<file path="config.mk">
export PLATFORM = sky130hd
export DESIGN_NAME = pc_fetch_unit
export DESIGN_NICKNAME = d
export VERILOG_FILES = /design/src/rtl/pc_fetch_unit.sv
export SDC_FILE = /design/constraint.sdc
export NUM_CORES = 1
export LEC_CHECK = 0
export BUFFER_PORTS_ARGS = -buffer_cell sky130_fd_sc_hd__buf_2
export CAP_MARGIN = 20
export CORE_MARGIN = 2
export CORE_UTILIZATION = 30
export CTS_BUF_LIST = sky130_fd_sc_hd__clkbuf_8
export DETAILED_ROUTE_END_ITERATION = 10
export GPL_ROUTABILITY_DRIVEN = 0
export PLACE_DENSITY = 0.48
export SLEW_MARGIN = 40
export SYNTH_ARGS = -nofsm -noshare
export SYNTH_HDL_FRONTEND = slang
export SYNTH_SLANG_ARGS = --single-unit
</file>
<file path="constraint.sdc">
create_clock -name clk -period 6.55 [get_ports clk]
set_input_delay 0.3275 -clock clk [delete_from_list [all_inputs] [get_ports clk]]
set_output_delay 0.3275 -clock clk [all_outputs]
set_load 0.02 [all_outputs]
</file>
<file path="src/rtl/pc_fetch_unit.sv">
// Instruction-fetch stage: PC register, instruction-memory request handshake and IF/ID register.
// A 4-state FSM reconciles redirects, decode stalls and slow memory without losing or duplicating instructions.
module pc_fetch_unit #(
    parameter logic [31:0] RESET_PC = 32'h0000_0000,
    parameter logic [31:0] Gap      = 32'd4,
    parameter logic [31:0] NOP      = 32'h0000_0000
) (
    input  logic        clk,
    input  logic        rst,
    input  logic        stall,
    input  logic        branchTaken,
    input  logic [31:0] newAddress_branch,
    input  logic        jump,
    input  logic [31:0] jumpAddress,
    output logic        imemReq,
    output logic [31:0] imemAddress,
    input  logic        imemReady,
    input  logic [31:0] imemData,
    output logic [31:0] pc,
    output logic [31:0] ifid_instruction,
    output logic [31:0] ifid_newAddress_next,
    output logic        ifid_valid
);

    typedef enum logic [1:0] {IDLE, FETCH, HOLD, DRAIN} state_t;

    state_t      state_q, state_d;
    logic [31:0] pc_q, pc_d;
    logic [31:0] hold_buf_q, hold_buf_d;
    logic [31:0] pending_q, pending_d;
    logic [31:0] ifid_instr_q, ifid_instr_d;
    logic [31:0] ifid_next_q, ifid_next_d;
    logic        ifid_valid_q, ifid_valid_d;

    logic        redirect;
    logic [31:0] target;
    logic [31:0] pc_inc;

    assign redirect = branchTaken | jump;
    assign target   = branchTaken ? newAddress_branch : jumpAddress;
    assign pc_inc   = pc_q + Gap;

    // Request and address are Moore outputs: they depend only on state and pc.
    assign imemReq              = (state_q == FETCH) || (state_q == DRAIN);
    assign imemAddress          = pc_q;
    assign pc                   = pc_q;
    assign ifid_instruction     = ifid_instr_q;
    assign ifid_newAddress_next = ifid_next_q;
    assign ifid_valid           = ifid_valid_q;

    always_comb begin
        // NOTE: every variable gets a default before the case so no path leaves it unassigned (no latch).
        state_d      = state_q;
        pc_d         = pc_q;
        hold_buf_d   = hold_buf_q;
        pending_d    = pending_q;
        ifid_instr_d = ifid_instr_q;
        ifid_next_d  = ifid_next_q;
        ifid_valid_d = ifid_valid_q;

        unique case (state_q)
            IDLE: begin
                state_d = FETCH;
                if (redirect) pc_d = target;
            end
            FETCH: begin
                if (imemReady) begin
                    if (redirect) begin
                        pc_d = target;
                    end else if (stall) begin
                        hold_buf_d = imemData;
                        state_d    = HOLD;
                    end else begin
                        ifid_instr_d = imemData;
                        ifid_next_d  = pc_inc;
                        ifid_valid_d = 1'b1;
                        pc_d         = pc_inc;
                    end
                end else if (redirect) begin
                    pending_d = target;
                    state_d   = DRAIN;
                end else if (!stall) begin
                    ifid_instr_d = NOP;
                    ifid_valid_d = 1'b0;
                end
            end
            HOLD: begin
                if (redirect) begin
                    pc_d    = target;
                    state_d = FETCH;
                end else if (!stall) begin
                    ifid_instr_d = hold_buf_q;
                    ifid_next_d  = pc_inc;
                    ifid_valid_d = 1'b1;
                    pc_d         = pc_inc;
                    state_d      = FETCH;
                end
            end
            DRAIN: begin
                // The stale access must complete before the redirect target can be requested.
                if (redirect) pending_d = target;
                if (imemReady) begin
                    pc_d    = redirect ? target : pending_q;
                    state_d = FETCH;
                end
                if (!redirect && !stall) begin
                    ifid_instr_d = NOP;
                    ifid_valid_d = 1'b0;
                end
            end
            default: state_d = IDLE;
        endcase

        if (redirect) begin
            ifid_instr_d = NOP;
            ifid_valid_d = 1'b0;
        end
    end

    // NOTE: sequential state uses non-blocking assignments so all registers update together at the edge.
    always_ff @(posedge clk or posedge rst) begin
        if (rst) begin
            state_q      <= IDLE;
            pc_q         <= RESET_PC;
            hold_buf_q   <= 32'h0;
            pending_q    <= 32'h0;
            ifid_instr_q <= NOP;
            ifid_next_q  <= 32'h0;
            ifid_valid_q <= 1'b0;
        end else begin
            state_q      <= state_d;
            pc_q         <= pc_d;
            hold_buf_q   <= hold_buf_d;
            pending_q    <= pending_d;
            ifid_instr_q <= ifid_instr_d;
            ifid_next_q  <= ifid_next_d;
            ifid_valid_q <= ifid_valid_d;
        end
    end

endmodule
</file>
==> results of run 1 <==
## stage by stage
step	hold slack, ps	area [um^2]	setup slack [ps]	util
after CTS	6.904	10710	3321	0.3604
after detailed placement	461.6	10300	3097	0.3468
after global routing	66.20	10740	3146	0.3615
after global placement	455.7	10300	3191	0.3466
final	108.8	10750	3368	0.3617
after floorplan	457.8	9075	1818	-
## synthesized netlist by cell type (6+ instances only)
cell type	n	share of area
dfrtp_1	163	0.45
a21oi_1	91	0.050
nand2_1	86	0.036
nor2_1	78	0.032
mux2i_1	60	0.066
mux2_2	42	0.052
o21ai_0	42	0.023
buf_4	41	0.034
o31ai_1	37	0.031
clkbuf_1	36	0.015
inv_1	22	0.0091
buf_2	20	0.011
nand3_1	16	0.0088
xnor2_1	14	0.014
xor2_1	14	0.014
nor3_1	11	0.0061
a2bb2oi_1	10	0.0097
a221oi_1	8	0.0077
a22oi_1	8	0.0066
a31oi_1	8	0.0055
o211ai_1	8	0.0066
a211oi_1	6	0.0050
a32o_1	6	0.0066
and3_1	6	0.0041
ha_1	6	0.0083
nand2b_1	6	0.0041
or3_1	6	0.0041
## state kept, by name, indices dropped and copies added, names as in the netlist
| register | cells |
|---|---|
| hold_buf_q | 32 |
| ifid_instruction | 32 |
| ifid_newAddress_next | 32 |
| ifid_valid | 1 |
| imemAddress | 32 |
| pending_q | 32 |
| state_q | 2 |
## timing repair
item / 4_1_cts / 5_1_grt
hold buffers: 0 / 1
gates resized for setup: 0 / 0
buffers inserted: 0 / 0
hold endpoints to repair: 0 / 38
## worst min path at each step
| stage | from | end | slack, ps | cells after the start |
|---|---|---|---|---|
| 3_5_place_dp | ifid_instruction[3]$_DFFE_PP0P_ | ifid_instruction[3]$_DFFE_PP0P_ | 460 | 2 |
| 5_1_grt | imemData[8] | hold_buf_q[8]$_DFFE_PP0P_ | 70 | 2 |
| 6_report | imemData[16] | hold_buf_q[16]$_DFFE_PP0P_ | 110 | 2 |
| 4_1_cts | rst | imemAddress[6]$_DFFE_PP0P_ | 7 | 2 |
| 3_3_place_gp | ifid_instruction[18]$_DFFE_PP0P_ | ifid_instruction[18]$_DFFE_PP0P_ | 460 | 2 |
| 2_1_floorplan | hold_buf_q[25]$_DFFE_PP0P_ | hold_buf_q[25]$_DFFE_PP0P_ | 460 | 1 |
## power breakdown
group / total [mW] / internal [mW] / switching (mW)
clock network: 0.781 / 0.351 / 0.430
logic: 2.36 / 0.902 / 1.45
registers: 1.82 / 1.43 / 0.395
total: 4.96 / 2.68 / 2.28
## final cells by class
type | count | area share
Timing Repair Buffer | 246 | 0.1194
Antenna cell | 3 | 0.0006984
Multi-Input combinational cell | 652 | 0.4090
Clock buffer | 17 | 0.02177
Inverter | 22 | 0.008148
Clock inverter | 15 | 0.01606
Tap cell | 390 | 0.04540
Sequential cell | 163 | 0.3795
## worst max-delay path: stages, from the launching register on
cell	delay [ps]
dfrtp_1	400
inv_1	100
ha_1	610
or3b_1	660
nor3_4	390
buf_4	510
mux2_2	390
## layer usage
layer	GRT usage	vias to the layer above	routed length (um)
li1	-	3693	-
met1	0.2448	3625	12900
met2	0.2760	226	12470
met3	0.04799	24	1972
met4	0.04406	4	309
met5	0	-	24
## cells by family after synthesis
kind of cell / count (synthesis) / synth area share
AO/OA/AOI/OAI: 271 / 0.1952
XOR/XNOR: 28 / 0.02702
adder cells (fa/ha/maj): 6 / 0.008272
buffers and inverters: 121 / 0.06977
flip-flops: 163 / 0.4495
multiplexers: 103 / 0.1195
AND/OR/NAND/NOR: 244 / 0.1307
==> flow_metrics.tcl, run 1 <==
set metrics [dict create \
    regToRegSetupSlack_ps 3370 \
    worst_ep_arrival_time_ps 3520 \
    numCtsBuffers 17 \
    place.detailed.instances 1471 \
    seqCellArea_um2 4079 \
    synthArstFlopShare 1.000 \
    cts_root_buf "clkbuf_8" \
    ys_ff_latch 163 \
    setup_tns_ps 0 \
    final_layout_size_suffix_gt1_frac 0.3085 \
    grt.total_usage 0.1777 \
    io-pin-count 232 \
    worst_r2r_endpoint "ifid_newAddress_next[14]$_DFFE_PP0P_" \
    startpoint_type "register" \
    grt_antenna_before_repair 4 \
    drt-total-wl_mm 27.68 \
    peakVddDrop_mv 0.1405 \
    dp_hpwl_mm 19.40 \
    most_frequent_cells_in_the_layout "231 x buf_2, 163 x dfrtp_1, 91 x a21oi_1" \
    area.growth.synth_to_final_pct 18.45 \
    powerDensity_nw_per_um2 461.5 \
    sequential_cell_area_fraction_in_the_yosys_report 0.4495 \
    crit_path_end "ifid_newAddress_next[14]$_DFFE_PP0P_" \
    clock_tree.buffer_depth 2 \
    grt_pass1_vias 7314 \
    pin_count_of_the_biggest_net_entering_global_routing 77 \
    peak_freq_mhz 314.2 \
    synth_cell_type_count 69 \
    maxSlewViolCount 0 \
    final-setup-viol-count 0 \
    number_of_enable_flip_flop_cells_after_synthesis 0 \
    critical_path_fanout_max 56 \
    rsz0062_at_grt "false" \
    iteration_0_drc_count_of_the_detailed_router 478 \
    gr-total-overflow 0 \
    maxCapViolations 0 \
    required_ps 6890 \
    fin_crit_sh 0.4859 \
    dieHeight_um 177.9 \
    timing.slew.headroom 0.4496 \
    die_w_um 177.9 \
    drt_pre_antenna_iters 4 \
    post-layout-total-power_mw 4.961 \
    synthesis.area_um2 9075 \
    tightestPinTransition_ps 822.5 \
    port-buffer-count 231 \
    p_leak_nw 4.802 \
    finalClockSkew_ps 20.54 \
    drc_errors 0 \
    multi_input_combinational_cell_area_um2 4397 \
    prevailing_post_synth_register_cell "dfrtp_1" \
    finalHoldViolations 0 \
    netlist_instances 936 \
    avgSynthCellArea_um2 9.695 \
    status "complete, no violations" \
    yosys_warnings 0 \
    cts_tree "done" \
    crit_path_start "state_q[0]$_DFFE_PP0P_" \
    layout.cells.most_common "buf_2" \
    effective_utilization_at_floorplan 0.3054 \
    routed-via-count 7572 \
    synth_fp_nets 1044 \
    global_route_wire_length_before_repair_mm 43.00 \
    path_category_of_the_worst_min_delay_check "primary input to register" \
    final.min_clock_period_ps 3182 \
    clk_latency_ps 460 \
    final_net_count 1210 \
    rows 63 \
    die_area_um2 31660 \
    wl_per_cell_um 18.35 \
    setup.worst_path.end_class "register" \
    h-tree-depth 4 \
    number_of_sinks_driven_by_the_clock_tree 163 \
    r2r_start "state_q[0]$_DFFE_PP0P_" \
    timing_worst_setup_path_type "register to register" \
    coreArea_um2 29720 \
    avgViaCountPerCell 5.021 \
    drtAntennaViolNets 0 \
    final.fill_count 3076 \
    cts.clk_slew.worst_paths_ps 110 \
    r2r_cells 6 \
    stdcell_count 1508 \
]
Note: power is estimated with default switching activity, not from simulation.
==> run 2: changes to the inputs <==
--- a/config.mk
+++ b/config.mk
@@ -12,7 +12,7 @@
 export CTS_BUF_LIST = sky130_fd_sc_hd__clkbuf_8
 export DETAILED_ROUTE_END_ITERATION = 10
 export GPL_ROUTABILITY_DRIVEN = 0
-export PLACE_DENSITY = 0.48
+export PLACE_DENSITY = 0.5
 export SLEW_MARGIN = 40
 export SYNTH_ARGS = -nofsm -noshare
 export SYNTH_HDL_FRONTEND = slang
==> constraint.sdc (replaced) <==
create_clock -name clk -period 2.9 [get_ports clk]
set_input_delay 0.145 -clock clk [delete_from_list [all_inputs] [get_ports clk]]
set_output_delay 0.145 -clock clk [all_outputs]
set_load 0.02 [all_outputs]
==> flow_metrics.tcl, run 2 (synthesis results as in run 1) <==
set metrics [dict create \
    required_ps 3290 \
    layout.cells.most_common "buf_2" \
    global_route_wire_length_before_repair_mm 43.68 \
    h-tree-depth 4 \
    r2r_start "state_q[1]$_DFFE_PP0P_" \
    numCtsBuffers 17 \
    dp_hpwl_mm 19.62 \
    iteration_0_drc_count_of_the_detailed_router 466 \
    most_frequent_cells_in_the_layout "231 x buf_2, 163 x dfrtp_1, 91 x a21oi_1" \
    die_w_um 177.9 \
    drc_errors 0 \
    peak_freq_mhz 378.0 \
    final.min_clock_period_ps 2645 \
    tightestPinTransition_ps 709.9 \
    wl_per_cell_um 17.77 \
    area.growth.synth_to_final_pct 24.17 \
    critical_path_fanout_max 37 \
    maxSlewViolCount 0 \
    drt_pre_antenna_iters 5 \
    effective_utilization_at_floorplan 0.3054 \
    clk_latency_ps 470 \
    drtAntennaViolNets 0 \
    final.fill_count 3074 \
    worst_ep_arrival_time_ps 3040 \
    finalHoldViolations 0 \
    met2_length_mm 12.32 \
    startpoint_type "register" \
    r2r_cells 9 \
    die_area_um2 31660 \
    cts.clk_slew.worst_paths_ps 100 \
    maxCapViolations 0 \
    hold_depth 3 \
    routed-via-count 7885 \
    path_category_of_the_worst_min_delay_check "primary input to register" \
    number_of_sinks_driven_by_the_clock_tree 163 \
    timing.hold.ws_ps 47.24 \
    grt_pass1_vias 7500 \
    timing.slew.headroom 0.5250 \
    hold-path-endpoint "pending_q[5]$_DFFE_PP0P_" \
    gr-total-overflow 0 \
    setup.worst_path.end_class "register" \
    rsz0062_at_grt "false" \
    setup_tns_ps 0 \
    final-setup-viol-count 0 \
    dieHeight_um 177.9 \
    powerDensity_nw_per_um2 1005 \
    peakVddDrop_mv 0.2960 \
    dr_top_layer "met5" \
    met3_wirelength_mm 1.860 \
    io-pin-count 232 \
    port-buffer-count 231 \
    regToRegSetupSlack_ps 250 \
    drt-total-wl_mm 27.75 \
    wl_met1_mm 13.07 \
    p_leak_nw 5.029 \
    worst_r2r_endpoint "pending_q[26]$_DFFE_PP0P_" \
    final_layout_size_suffix_gt1_frac 0.3037 \
    fin_crit_sh 0.9122 \
    timing_worst_setup_path_type "register to register" \
    cts_root_buf "clkbuf_8" \
    grt.total_usage 0.1780 \
    rows 63 \
    clock_tree.buffer_depth 2 \
    avgViaCountPerCell 5.048 \
    status "complete, no violations" \
    grt_antenna_before_repair 6 \
    finalClockSkew_ps 27.90 \
    hold_start "jumpAddress[5]" \
    final_net_count 1264 \
    pin_count_of_the_biggest_net_entering_global_routing 107 \
    crit_path_start "state_q[1]$_DFFE_PP0P_" \
    cts_tree "done" \
    coreArea_um2 29720 \
]
run 2: layout make-up:
cell class,instances,area [um^2],area share
sequential,163,4079,0.3620
clock inverter,15,153.9,0.01366
tap,390,488.0,0.04330
antenna,3,7.507,0.0006662
multi-input combinational,652,4394,0.3900
timing repair buffer,300,1826,0.1620
clock buffer,17,234.0,0.02076
inverter,22,86.33,0.007662
run 2: through the flow:
stage          worst slack (ps)  cells  cell area, um^2  power, mW  utilization
2_1_floorplan             684.2    936             9079      8.068            -
3_3_place_gp              554.7   1483            10430      9.554       0.3508
3_5_place_dp              513.5   1483            10430      9.616       0.3508
4_1_cts                   37.89   1559            11250      11.42       0.3787
5_1_grt                   12.49   1560            11260      12.20       0.3790
6_report                  254.6   1562            11270      11.32       0.3792
run 2: repair_timing:
item,in CTS,in global routing
setup buffers,0,0
gates resized for setup,0,1
hold endpoints to repair,194,0
endpoints found under the setup margin,0,2
hold buffers,44,0
run 2: worst max path at each step:
stage / slack [ps] / endpoint / depth (start not counted)
global placement: 550 / imemAddress[28]$_DFFE_PP0P_ / 6
CTS: 40 / pending_q[26]$_DFFE_PP0P_ / 9
finish: 250 / pending_q[26]$_DFFE_PP0P_ / 9
detailed placement: 510 / imemAddress[24]$_DFFE_PP0P_ / 6
floorplan: 680 / hold_buf_q[0]$_DFFE_PP0P_ / 1
global route: 10 / pending_q[26]$_DFFE_PP0P_ / 9
run 2: critical path, stage by stage, from the launching register on:
cell and delay [ps]:
dfrtp_1 420, inv_1 110, ha_1 250, nor2_1 120
inv_1 110, and3_4 460, buf_4 350, nor2_1 60
a31oi_1 140, dlygate4sd3_1 560
run 2: layer usage:
| layer | up-vias | track usage |
|---|---|---|
| li1 | 3789 | - |
| met1 | 3782 | 0.2493 |
| met2 | 280 | 0.2687 |
| met3 | 28 | 0.04542 |
| met4 | 6 | 0.05396 |
| met5 | - | 0 |
run 2: power breakdown:
group / internal [mW] / total [mW] / switching (mW)
registers: 3.23 / 4.11 / 0.876
clock network: 0.650 / 1.68 / 1.03
logic: 2.19 / 5.53 / 3.34
total: 6.07 / 11.3 / 5.25
